`src/rtl/wrp1500_pkg.sv`:
```
// Shared types and constants for the IEEE 1500 wrapper shift sequencer.
package wrp1500_pkg;

  localparam int WRP_SIZE = 24;

  typedef enum logic [2:0] {
    ST_IDLE,
    ST_LOAD,
    ST_SHIFT,
    ST_DRAIN,
    ST_UPDATE,
    ST_CAPTURE
  } wrp_state_e;

  // Strobe vector decoded from the controller state, one bit per strobe.
  localparam int STB_W           = 4;
  localparam int STB_LOAD_BIT    = 0;
  localparam int STB_SHIFT_BIT   = 1;
  localparam int STB_UPDATE_BIT  = 2;
  localparam int STB_CAPTURE_BIT = 3;

  localparam logic [STB_W-1:0] STB_NONE    = 4'b0000;
  localparam logic [STB_W-1:0] STB_LOAD    = 4'b0001;
  localparam logic [STB_W-1:0] STB_SHIFT   = 4'b0010;
  localparam logic [STB_W-1:0] STB_UPDATE  = 4'b0100;
  localparam logic [STB_W-1:0] STB_CAPTURE = 4'b1000;

  // Maps a state onto the strobes it drives; DRAIN and IDLE drive none.
  function automatic logic [STB_W-1:0] state_strobes(input wrp_state_e s);
    case (s)
      ST_LOAD:    return STB_LOAD;
      ST_SHIFT:   return STB_SHIFT;
      ST_UPDATE:  return STB_UPDATE;
      ST_CAPTURE: return STB_CAPTURE;
      default:    return STB_NONE;
    endcase
  endfunction

endpackage

```
`src/rtl/wso_sipo.sv`:
```
// Serial-in response register: collects SIZE wrapper serial-out bits and
// presents them as one word over a valid/ready handshake.
module wso_sipo #(
  parameter int SIZE  = 24,
  parameter int CNT_W = 5
) (
  input  logic            clk,
  input  logic            clr,
  input  logic            abort,
  input  logic            sample,
  input  logic            wso,
  input  logic            resp_ready,
  output logic            resp_valid,
  output logic [SIZE-1:0] resp_data
);

  logic [CNT_W-1:0] count;
  logic             last_sample;

  assign last_sample = (count == CNT_W'(SIZE - 1));

  // Right shift with the new bit entering the MSB, so the first bit ends in bit 0.
  always_ff @(posedge clk or negedge clr) begin
    if (!clr) begin
      resp_data  <= '0;
      count      <= '0;
      resp_valid <= 1'b0;
    end else if (abort) begin
      resp_data  <= '0;
      count      <= '0;
      resp_valid <= 1'b0;
    end else begin
      if (sample) begin
        resp_data <= {wso, resp_data[SIZE-1:1]};
        count     <= last_sample ? '0 : count + 1'b1;
      end
      if (sample && last_sample) begin
        resp_valid <= 1'b1;
      end else if (resp_valid && resp_ready) begin
        resp_valid <= 1'b0;
      end
    end
  end

endmodule

```
`src/rtl/spiso_scan_ctrl.sv`:
```
// Sequencer for the 24-bit wrapper shifter: load, shift, drain, update,
// capture, with the wrapper serial output deserialised into a response word.
module spiso_scan_ctrl
  import wrp1500_pkg::*;
#(
  parameter int SIZE  = WRP_SIZE,
  parameter int CNT_W = 5
) (
  input  logic            clk,
  input  logic            clr,
  input  logic            abort,
  input  logic            pat_valid,
  output logic            pat_ready,
  input  logic [SIZE-1:0] pat_data,
  output logic [SIZE-1:0] sh_data_in,
  output logic            sh_load,
  output logic            sh_shift_en,
  output logic            sh_clr,
  output logic            wrp_shift_wr,
  output logic            wrp_update_wr,
  output logic            wrp_capture_wr,
  input  logic            wso,
  output logic            resp_valid,
  input  logic            resp_ready,
  output logic [SIZE-1:0] resp_data
);

  wrp_state_e       state, state_next;
  logic [CNT_W-1:0] cnt, cnt_next;
  logic [STB_W-1:0] strobes;
  logic             accept;

  // A pending response blocks new patterns so it can never be overwritten.
  assign pat_ready = (state == ST_IDLE) && !resp_valid && !abort;
  assign accept    = pat_valid && pat_ready;

  assign strobes        = state_strobes(state);
  assign sh_load        = strobes[STB_LOAD_BIT];
  assign sh_shift_en    = strobes[STB_SHIFT_BIT];
  assign wrp_update_wr  = strobes[STB_UPDATE_BIT];
  assign wrp_capture_wr = strobes[STB_CAPTURE_BIT];

  // Next-state decode; abort overrides every transition.
  always_comb begin
    state_next = state;
    cnt_next   = cnt;
    case (state)
      ST_IDLE:    if (accept) state_next = ST_LOAD;
      ST_LOAD: begin
        state_next = ST_SHIFT;
        cnt_next   = '0;
      end
      ST_SHIFT: begin
        if (cnt == CNT_W'(SIZE - 1)) state_next = ST_DRAIN;
        else                         cnt_next   = cnt + 1'b1;
      end
      ST_DRAIN:   state_next = ST_UPDATE;
      ST_UPDATE:  state_next = ST_CAPTURE;
      ST_CAPTURE: state_next = ST_IDLE;
      default:    state_next = ST_IDLE;
    endcase
    if (abort) begin
      state_next = ST_IDLE;
      cnt_next   = '0;
    end
  end

  // State, counter and registered shifter/wrapper controls.
  always_ff @(posedge clk or negedge clr) begin
    if (!clr) begin
      state        <= ST_IDLE;
      cnt          <= '0;
      sh_data_in   <= '0;
      wrp_shift_wr <= 1'b0;
      sh_clr       <= 1'b1;
    end else begin
      state        <= state_next;
      cnt          <= cnt_next;
      // ShiftWR follows shift_en by one cycle, matching the shifter's registered output.
      wrp_shift_wr <= sh_shift_en && !abort;
      sh_clr       <= !abort;
      if (accept) sh_data_in <= pat_data;
    end
  end

  wso_sipo #(
    .SIZE  (SIZE),
    .CNT_W (CNT_W)
  ) u_sipo (
    .clk        (clk),
    .clr        (clr),
    .abort      (abort),
    .sample     (wrp_shift_wr),
    .wso        (wso),
    .resp_ready (resp_ready),
    .resp_valid (resp_valid),
    .resp_data  (resp_data)
  );

endmodule

```
`config.mk`:
```
export PLATFORM = sky130hd
export DESIGN_NAME = spiso_scan_ctrl
export DESIGN_NICKNAME = d
export VERILOG_FILES = /design/src/rtl/wrp1500_pkg.sv /design/src/rtl/wso_sipo.sv /design/src/rtl/spiso_scan_ctrl.sv
export SDC_FILE = /design/constraint.sdc
export NUM_CORES = 1
export LEC_CHECK = 0
export BUFFER_PORTS_ARGS = -buffer_cell sky130_fd_sc_hd__buf_2
export CAP_MARGIN = 20
export CORE_ASPECT_RATIO = 0.9
export CORE_MARGIN = 1
export CORE_UTILIZATION = 46
export CTS_CLUSTER_SIZE = 30
export DETAILED_ROUTE_END_ITERATION = 16
export PLACE_DENSITY = 0.74
export SYNTH_ARGS = -nofsm -noshare
export SYNTH_HDL_FRONTEND = slang
export SYNTH_SLANG_ARGS = --single-unit
```
`constraint.sdc`:
```
create_clock -name clk -period 1.8 [get_ports clk]
set_input_delay 0.36 -clock clk [delete_from_list [all_inputs] [get_ports clk]]
set_output_delay 0.36 -clock clk [all_outputs]
set_load 0.005 [all_outputs]
```
==> results of run 1 <==
kinds of logic after synthesis:
| kind of cell | count (synthesis) |
|---|---|
| and+or+nand+nor | 59 |
| xor gates and xnor gates | 2 |
| buffers and inverters | 17 |
| DFF | 64 |
| muxes | 50 |
| adders and majority gates | 2 |
| AOI/OAI and AO/OA | 17 |
per-stage QoR:
step                std cells  hold slack [ns]  cell area, um2  power (mW)  setup TNS [ns]
floorplan                 211          0.06441            2775       1.941          -4.153
global placement          362           0.3474            3296       2.149          -5.099
detailed placement        362           0.3611            3296       2.169          -5.619
CTS                       379           0.2377            3530       3.451          -2.415
global route              383           0.2377            3572       3.580          -3.302
finish                    383           0.2589            3572       3.399          -2.348
flip-flops by register name, indices dropped and copies added, names as in the netlist:
name,cells
cnt,5
sh_clr,1
sh_data_in,24
state,3
u_sipo.count,5
u_sipo.resp_data,24
u_sipo.resp_valid,1
wrp_shift_wr,1
routing by layer:
metal,track usage (%),up-vias,part of all wire [%]
met3,6.934,0,5.4
met2,28.42,59,49
li1,-,924,-
met1,21.59,969,46
met5,0,-,0
met4,5.172,0,0
synthesized netlist by cell type (2+ instances only):
master / number / share of area, %
a211oi_1: 3 / 0.81
a21oi_1: 5 / 0.90
a311o_1: 2 / 0.72
buf_1: 3 / 0.41
buf_12: 2 / 1.4
buf_6: 2 / 0.81
clkbuf_1: 6 / 0.81
dfrtp_1: 63 / 57
ha_1: 2 / 0.90
inv_1: 4 / 0.54
mux2_2: 5 / 2.0
mux2_4: 19 / 10
mux2i_1: 26 / 9.4
nand2_1: 5 / 0.68
nand3_1: 3 / 0.54
nand4_1: 2 / 0.45
nor2_1: 33 / 4.5
nor2b_1: 4 / 0.90
o21ai_0: 2 / 0.36
or3b_2: 2 / 0.63
or4_1: 2 / 0.54
layout by cell type (no fill, tap or decap), types with 2 or more instances in the layout:
cell type / count
a21oi_1: 5
a311o_1: 2
buf_4: 9
nand4_1: 2
buf_6: 2
nand3_1: 3
or4_1: 2
inv_1: 2
clkbuf_8: 12
inv_2: 2
nand2_1: 5
nor2b_1: 4
buf_12: 3
nor2_1: 33
o21ai_0: 2
mux2i_1: 26
mux2_2: 5
buf_2: 85
mux2_4: 19
clkinv_2: 2
or3b_4: 3
a211oi_1: 2
dfrtp_1: 63
worst max-delay path by stage:
stage / start / to / slack, ns / cells after the start
after floorplan: state[0] / sh_data_in[10] / -0.21 / 6
after global placement: abort / sh_data_in[12] / -0.22 / 5
after detailed placement: abort / sh_data_in[10] / -0.24 / 5
after CTS: state[1] / sh_data_in[11] / -0.11 / 4
after global routing: state[1] / sh_data_in[10] / -0.14 / 4
final: state[1] / sh_data_in[11] / -0.11 / 4
layout make-up:
class / count / area share (%)
Sequential cell: 64 / 44.87
Multi-Input combinational cell: 130 / 30.12
Timing Repair Buffer: 100 / 16.39
Clock buffer: 12 / 4.623
Tap cell: 70 / 2.452
Clock inverter: 3 / 1.121
Inverter: 4 / 0.4203
power breakdown:
group / internal [mW] / switching [mW]
Clock: 0.740 / 0.502
Combinational: 0.317 / 0.201
Sequential: 1.57 / 0.0715
what timing repair did:
| action | CTS | global route |
|---|---|---|
| endpoints found under the hold margin | 13 | 0 |
| pin swaps | 2 | 1 |
| setup buffers | 1 | 4 |
| setup endpoints to repair | 28 | 29 |
| gates resized for setup | 6 | 4 |
| hold buffers | 1 | 0 |
worst max-delay path, delay by kind of cell, from the launching register on:
family / cells / cell delay, ns
and+or+nand+nor: 2 / 0.91
buffers and inverters: 1 / 0.18
muxes: 1 / 0.31
DFF: 1 / 0.38
==> results_dict.tcl, run 1 <==
set metrics [dict create \
    outcome "complete, but fails checks" \
    violations "DRC, setup timing" \
    finalCriticalPeriod_ns 1.912 \
    cts_sinks 64 \
    final_hold_viol_count 0 \
    ys_warn_count 0 \
    fin_util_pct 62.04 \
    grt_overflow 0 \
    drcViolationCount 12 \
    grt_pass1_wl_um 8480 \
    critPathRequiredTime_ns 2.01 \
    slowest_stage "or4_4" \
    cts_buffers 9 \
    clk_path_buf_depth 2 \
    r2r_slack_ns -0.11 \
    core_region_area_um2 5758 \
    firstDrtPassIters 10 \
    start_util_pct 48.17 \
    yosys.area_share.adder_pct 0.9021 \
    grt_usage_pct 17.32 \
    hold_path.startpoint "pat_data[13]" \
    vias_per_cell 5.097 \
    synth.distinct_cells 37 \
    fillers 447 \
    cts_root_buffer "clkbuf_8" \
    synth_flop_cell "dfrtp_1" \
    portBuffers 85 \
    cp_cell_sequence "or4_4 > or3b_4 > buf_12 > mux2_4" \
    clk_latency_ns 0.33 \
    fin_crit_sh_pct 106.2 \
    gp_congestion 0.7538 \
    dp_hpwl_um 3656 \
    crit_fanout 25 \
    reg2reg_to "sh_data_in[11]" \
    r2r_start "state[1]" \
    setup_viol 27 \
    place_ws_ns -0.2411 \
    rsz0062_at_grt "true" \
    mappedNetlistNets 243 \
    yosysSeqAreaShare_pct 57.78 \
    syn_area_um2 2774 \
    grt_pass1_vias 1861 \
    synth-seq-cells 64 \
    cp.arrival_ns 2.12 \
    p_per_area_nw_per_um2 951.5 \
    rows 26 \
    finalMaxSlewViolations 0 \
    die_area_um2 6345 \
    final_nets 341 \
    slew_headroom_pct 66.66 \
    fin_ws_ns -0.1121 \
    max_freq_mhz 523.0 \
    io_pins 86 \
    die_h_um 75.67 \
    holdPathStages 2 \
    synthCells 211 \
    r2r_cells 4 \
    ant_nets 0 \
    wl_per_cell_um 13.99 \
    synth.avg_cell_area_um2 13.15 \
    htree_num_levels 3 \
    grt_max_degree 40 \
    antenna_found_initial 0 \
    p_leak_nw 1.844 \
    cts_tree "done" \
    cap_violations 0 \
    min_to "sh_data_in[13]" \
    drive_gt1_share_pct 47.92 \
    seq_area_um2 1603 \
    synth_top_family_by_area "multiplexers" \
    cp-end-kind "register" \
    async_flop_share_pct 100.0 \
    synth_edf_count 0 \
    tightest_slew_ns 0.5001 \
    die_w_um 83.86 \
    criticalPathCategory "reg2reg" \
    crit_path_max_incr_delay_ns 0.51 \
    startpoint_type "register" \
    yosys.area_share.simple_pct 10.60 \
    vdd_drop_max_mv 0.6150 \
    muxShareOfSynthArea_pct 21.70 \
    totalWireLength_um 5358 \
    synth_compound_area_share_pct 4.375 \
    multiInputGateArea_um2 1076 \
    n_antenna_cell 0 \
    drtIter0Drc 48 \
    areaGrowthSynthToFinish_pct 28.78 \
    synth_xor_area_share_pct 0.6315 \
    clk_pin_slew_worst_paths_ns 0.06 \
    vias 1952 \
    fin_skew_ns 0.005220 \
    hold_path_class "in2reg" \
]
No activity file was read; power rests on OpenSTA's default activity.
==> run 2, diff against run 1 <==
--- a/config.mk
+++ b/config.mk
@@ -15,4 +15,5 @@
 export PLACE_DENSITY = 0.74
 export SYNTH_ARGS = -nofsm -noshare
 export SYNTH_HDL_FRONTEND = slang
+export SYNTH_HIERARCHICAL = 1
 export SYNTH_SLANG_ARGS = --single-unit
==> run 2 against run 1 <==
Against the previous run: the run still ends with DRC, setup timing left; critical path type unchanged; via count fell by 2.6%; sequential share of layout area hardly changed; largest power group unchanged; wire length rose by 2.3%.
==> results_dict.tcl, run 2 <==
set metrics [dict create \
    synth.distinct_cells 42 \
    tightest_slew_ns 0.4153 \
    synth_area_leaders "dfrtp_1 (56%), mux2_4 (10%), mux2i_1 (9.6%), nor2_1 (4.1%), buf_12 (2.1%)" \
    violations "DRC, setup timing" \
    n_antenna_cell 0 \
    mappedNetlistNets 236 \
    areaGrowthSynthToFinish_pct 26.87 \
    cp-end-kind "register" \
    crit_fanout 12 \
    p_int_mw 2.522 \
    p_per_area_nw_per_um2 943.1 \
    max_freq_mhz 509.0 \
    grt_pass1_vias 1825 \
    dp_hpwl_um 3577 \
    htree_num_levels 3 \
    antenna_found_initial 0 \
    synth.most_common_cell "dfrtp_1" \
    design_area_um2 3568 \
    criticalPathCategory "reg2reg" \
    r2r_cells 4 \
    startpoint "state[0]" \
    cts_root_buffer "clkbuf_8" \
    r2r_start "state[0]" \
    start_util_pct 48.57 \
    io_pins 86 \
    async_flop_share_pct 100.0 \
    cts_tree "done" \
    reg2reg_to "sh_data_in[21]" \
    final_nets 333 \
    synthCells 204 \
    syn_area_um2 2813 \
    firstDrtPassIters 11 \
    cts_sinks 64 \
    portBuffers 85 \
    startpoint_type "register" \
    grt_overflow 0 \
    r2r_slack_ns -0.16 \
    synth_common_cells "dfrtp_1 (63), nor2_1 (31), mux2i_1 (27)" \
    gp_congestion 0.8012 \
    fin_crit_sh_pct 109.1 \
    p_comb_share_pct 15.3 \
    cp.depth 4 \
    path_delay_family "simple AND/OR/NAND/NOR gates" \
    grt_usage_pct 18.06 \
    drtIter0Drc 59 \
    drcViolationCount 6 \
    drive_gt1_share_pct 47.71 \
    post-cts-setup-buffers 0 \
    cp.arrival_ns 2.19 \
    outcome "complete, but fails checks" \
    synth_top_cell_by_area "dfrtp_1" \
    finalMaxSlewViolations 0 \
    synth-seq-cells 64 \
    synth_flop_cell "dfrtp_1" \
    wl_per_cell_um 14.57 \
    core_region_area_um2 5791 \
    yosysSeqAreaShare_pct 56.98 \
    slowest_stage "or4_4" \
    synth.avg_cell_area_um2 13.79 \
    totalWireLength_um 5480 \
    crit_end "sh_data_in[21]" \
    cp_cell_sequence "or4_4 > or3b_4 > clkbuf_16 > mux2_4" \
    postCtsHoldBufs 0 \
    critPathBufInv 1 \
    seqPwrFrac_pct 48.8 \
    fin_skew_ns 0.007487 \
    p_switching_mw 0.8433 \
    top_regs "sh_data_in x24, u_sipo/resp_data x24" \
    finalCriticalPeriod_ns 1.965 \
    die_h_um 76.19 \
    swShare_pct 25.06 \
    clk_path_buf_depth 2 \
    fin_ws_ns -0.1647 \
    cts_buffers 9 \
    p_leak_nw 1.860 \
    synth_edf_count 0 \
    grt_pass1_wl_um 8901 \
    dpl_cell_area_um2 3323 \
    critPathRequiredTime_ns 2.03 \
    layout_common_cells "buf_2 (85), dfrtp_1 (63), nor2_1 (30)" \
    rows 26 \
    hold_ws_ns 0.01178 \
    setup_viol 26 \
    ys_warn_count 6 \
    final_common_cell "buf_2" \
    slew_headroom_pct 72.31 \
    grt_max_degree 65 \
    die_w_um 84.43 \
    synth_top_area_share_pct 56.05 \
    rsz0062_at_grt "true" \
    final_hold_viol_count 0 \
    crit_path_max_incr_delay_ns 0.55 \
    clk_latency_ns 0.34 \
    vdd_drop_max_mv 0.6971 \
    hold_path_class "in2async" \
    ant_nets 0 \
    clk_pin_slew_worst_paths_ns 0.07 \
    power_frac_clock_pct 35.9 \
    die_area_um2 6432 \
    vias 1902 \
    vias_per_cell 5.059 \
    cap_violations 0 \
    place_ws_ns -0.1554 \
]
-- run 2: kinds of logic after synthesis --
group | share of synthesized area, %
XOR/XNOR | 0.6229
adder cells (fa/ha/maj) | 0.8895
buffers and inverters | 4.626
AO/OA/AOI/OAI | 3.960
flip-flops | 56.98
multiplexers | 21.75
AND/OR/NAND/NOR | 11.17
-- run 2: per-stage QoR --
stage | total power [mW] | instances | utilization [%] | setup TNS [ns]
global route | 3.548 | 376 | 61.62 | -4.596
global placement | 2.155 | 359 | 57.39 | -2.704
detailed placement | 2.173 | 359 | 57.39 | -3.404
floorplan | 1.949 | 204 | - | -4.129
CTS | 3.407 | 375 | 61.08 | -3.107
finish | 3.365 | 376 | 61.62 | -3.585
-- run 2: metal layers --
metal | global-route usage (%) | vias to the layer above | routed length (um)
li1 | - | 914 | -
met1 | 23.78 | 930 | 2592
met2 | 27.54 | 54 | 2496
met3 | 7.584 | 4 | 354
met4 | 5.085 | 0 | 37
met5 | 0 | - | 0
-- run 2: what timing repair did --
item,in CTS,in global routing
pin swaps,0,0
endpoints found under the setup margin,27,26
gates cloned,0,1
resized for setup,5,1
-- run 2: worst min-delay path by stage --
stage	from	cells after the start	end
finish	clr	2	u_sipo/resp_data[3]
floorplan	clr	0	cnt[0]
global route	clr	2	u_sipo/resp_data[6]
global placement	clr	2	u_sipo/resp_data[2]
detailed placement	clr	2	u_sipo/resp_data[0]
CTS	clr	2	u_sipo/resp_data[0]
-- run 2: power by group through the flow --
stage | combinational, mW | clock, mW | sequential, mW
detailed placement | 0.503 | 0 | 1.67
global route | 0.559 | 1.33 | 1.66
floorplan | 0.272 | 0 | 1.68
global placement | 0.485 | 0 | 1.67
finish | 0.514 | 1.21 | 1.64
CTS | 0.510 | 1.25 | 1.64
-- run 2: layout make-up --
type	instances	area (um2)
Inverter	2	7.507
Sequential cell	64	1603
Multi-Input combinational cell	127	1105
Clock inverter	7	71.32
Clock buffer	9	123.9
Fill cell	479	2222
Tap cell	70	87.58
Timing Repair Buffer	97	570.5
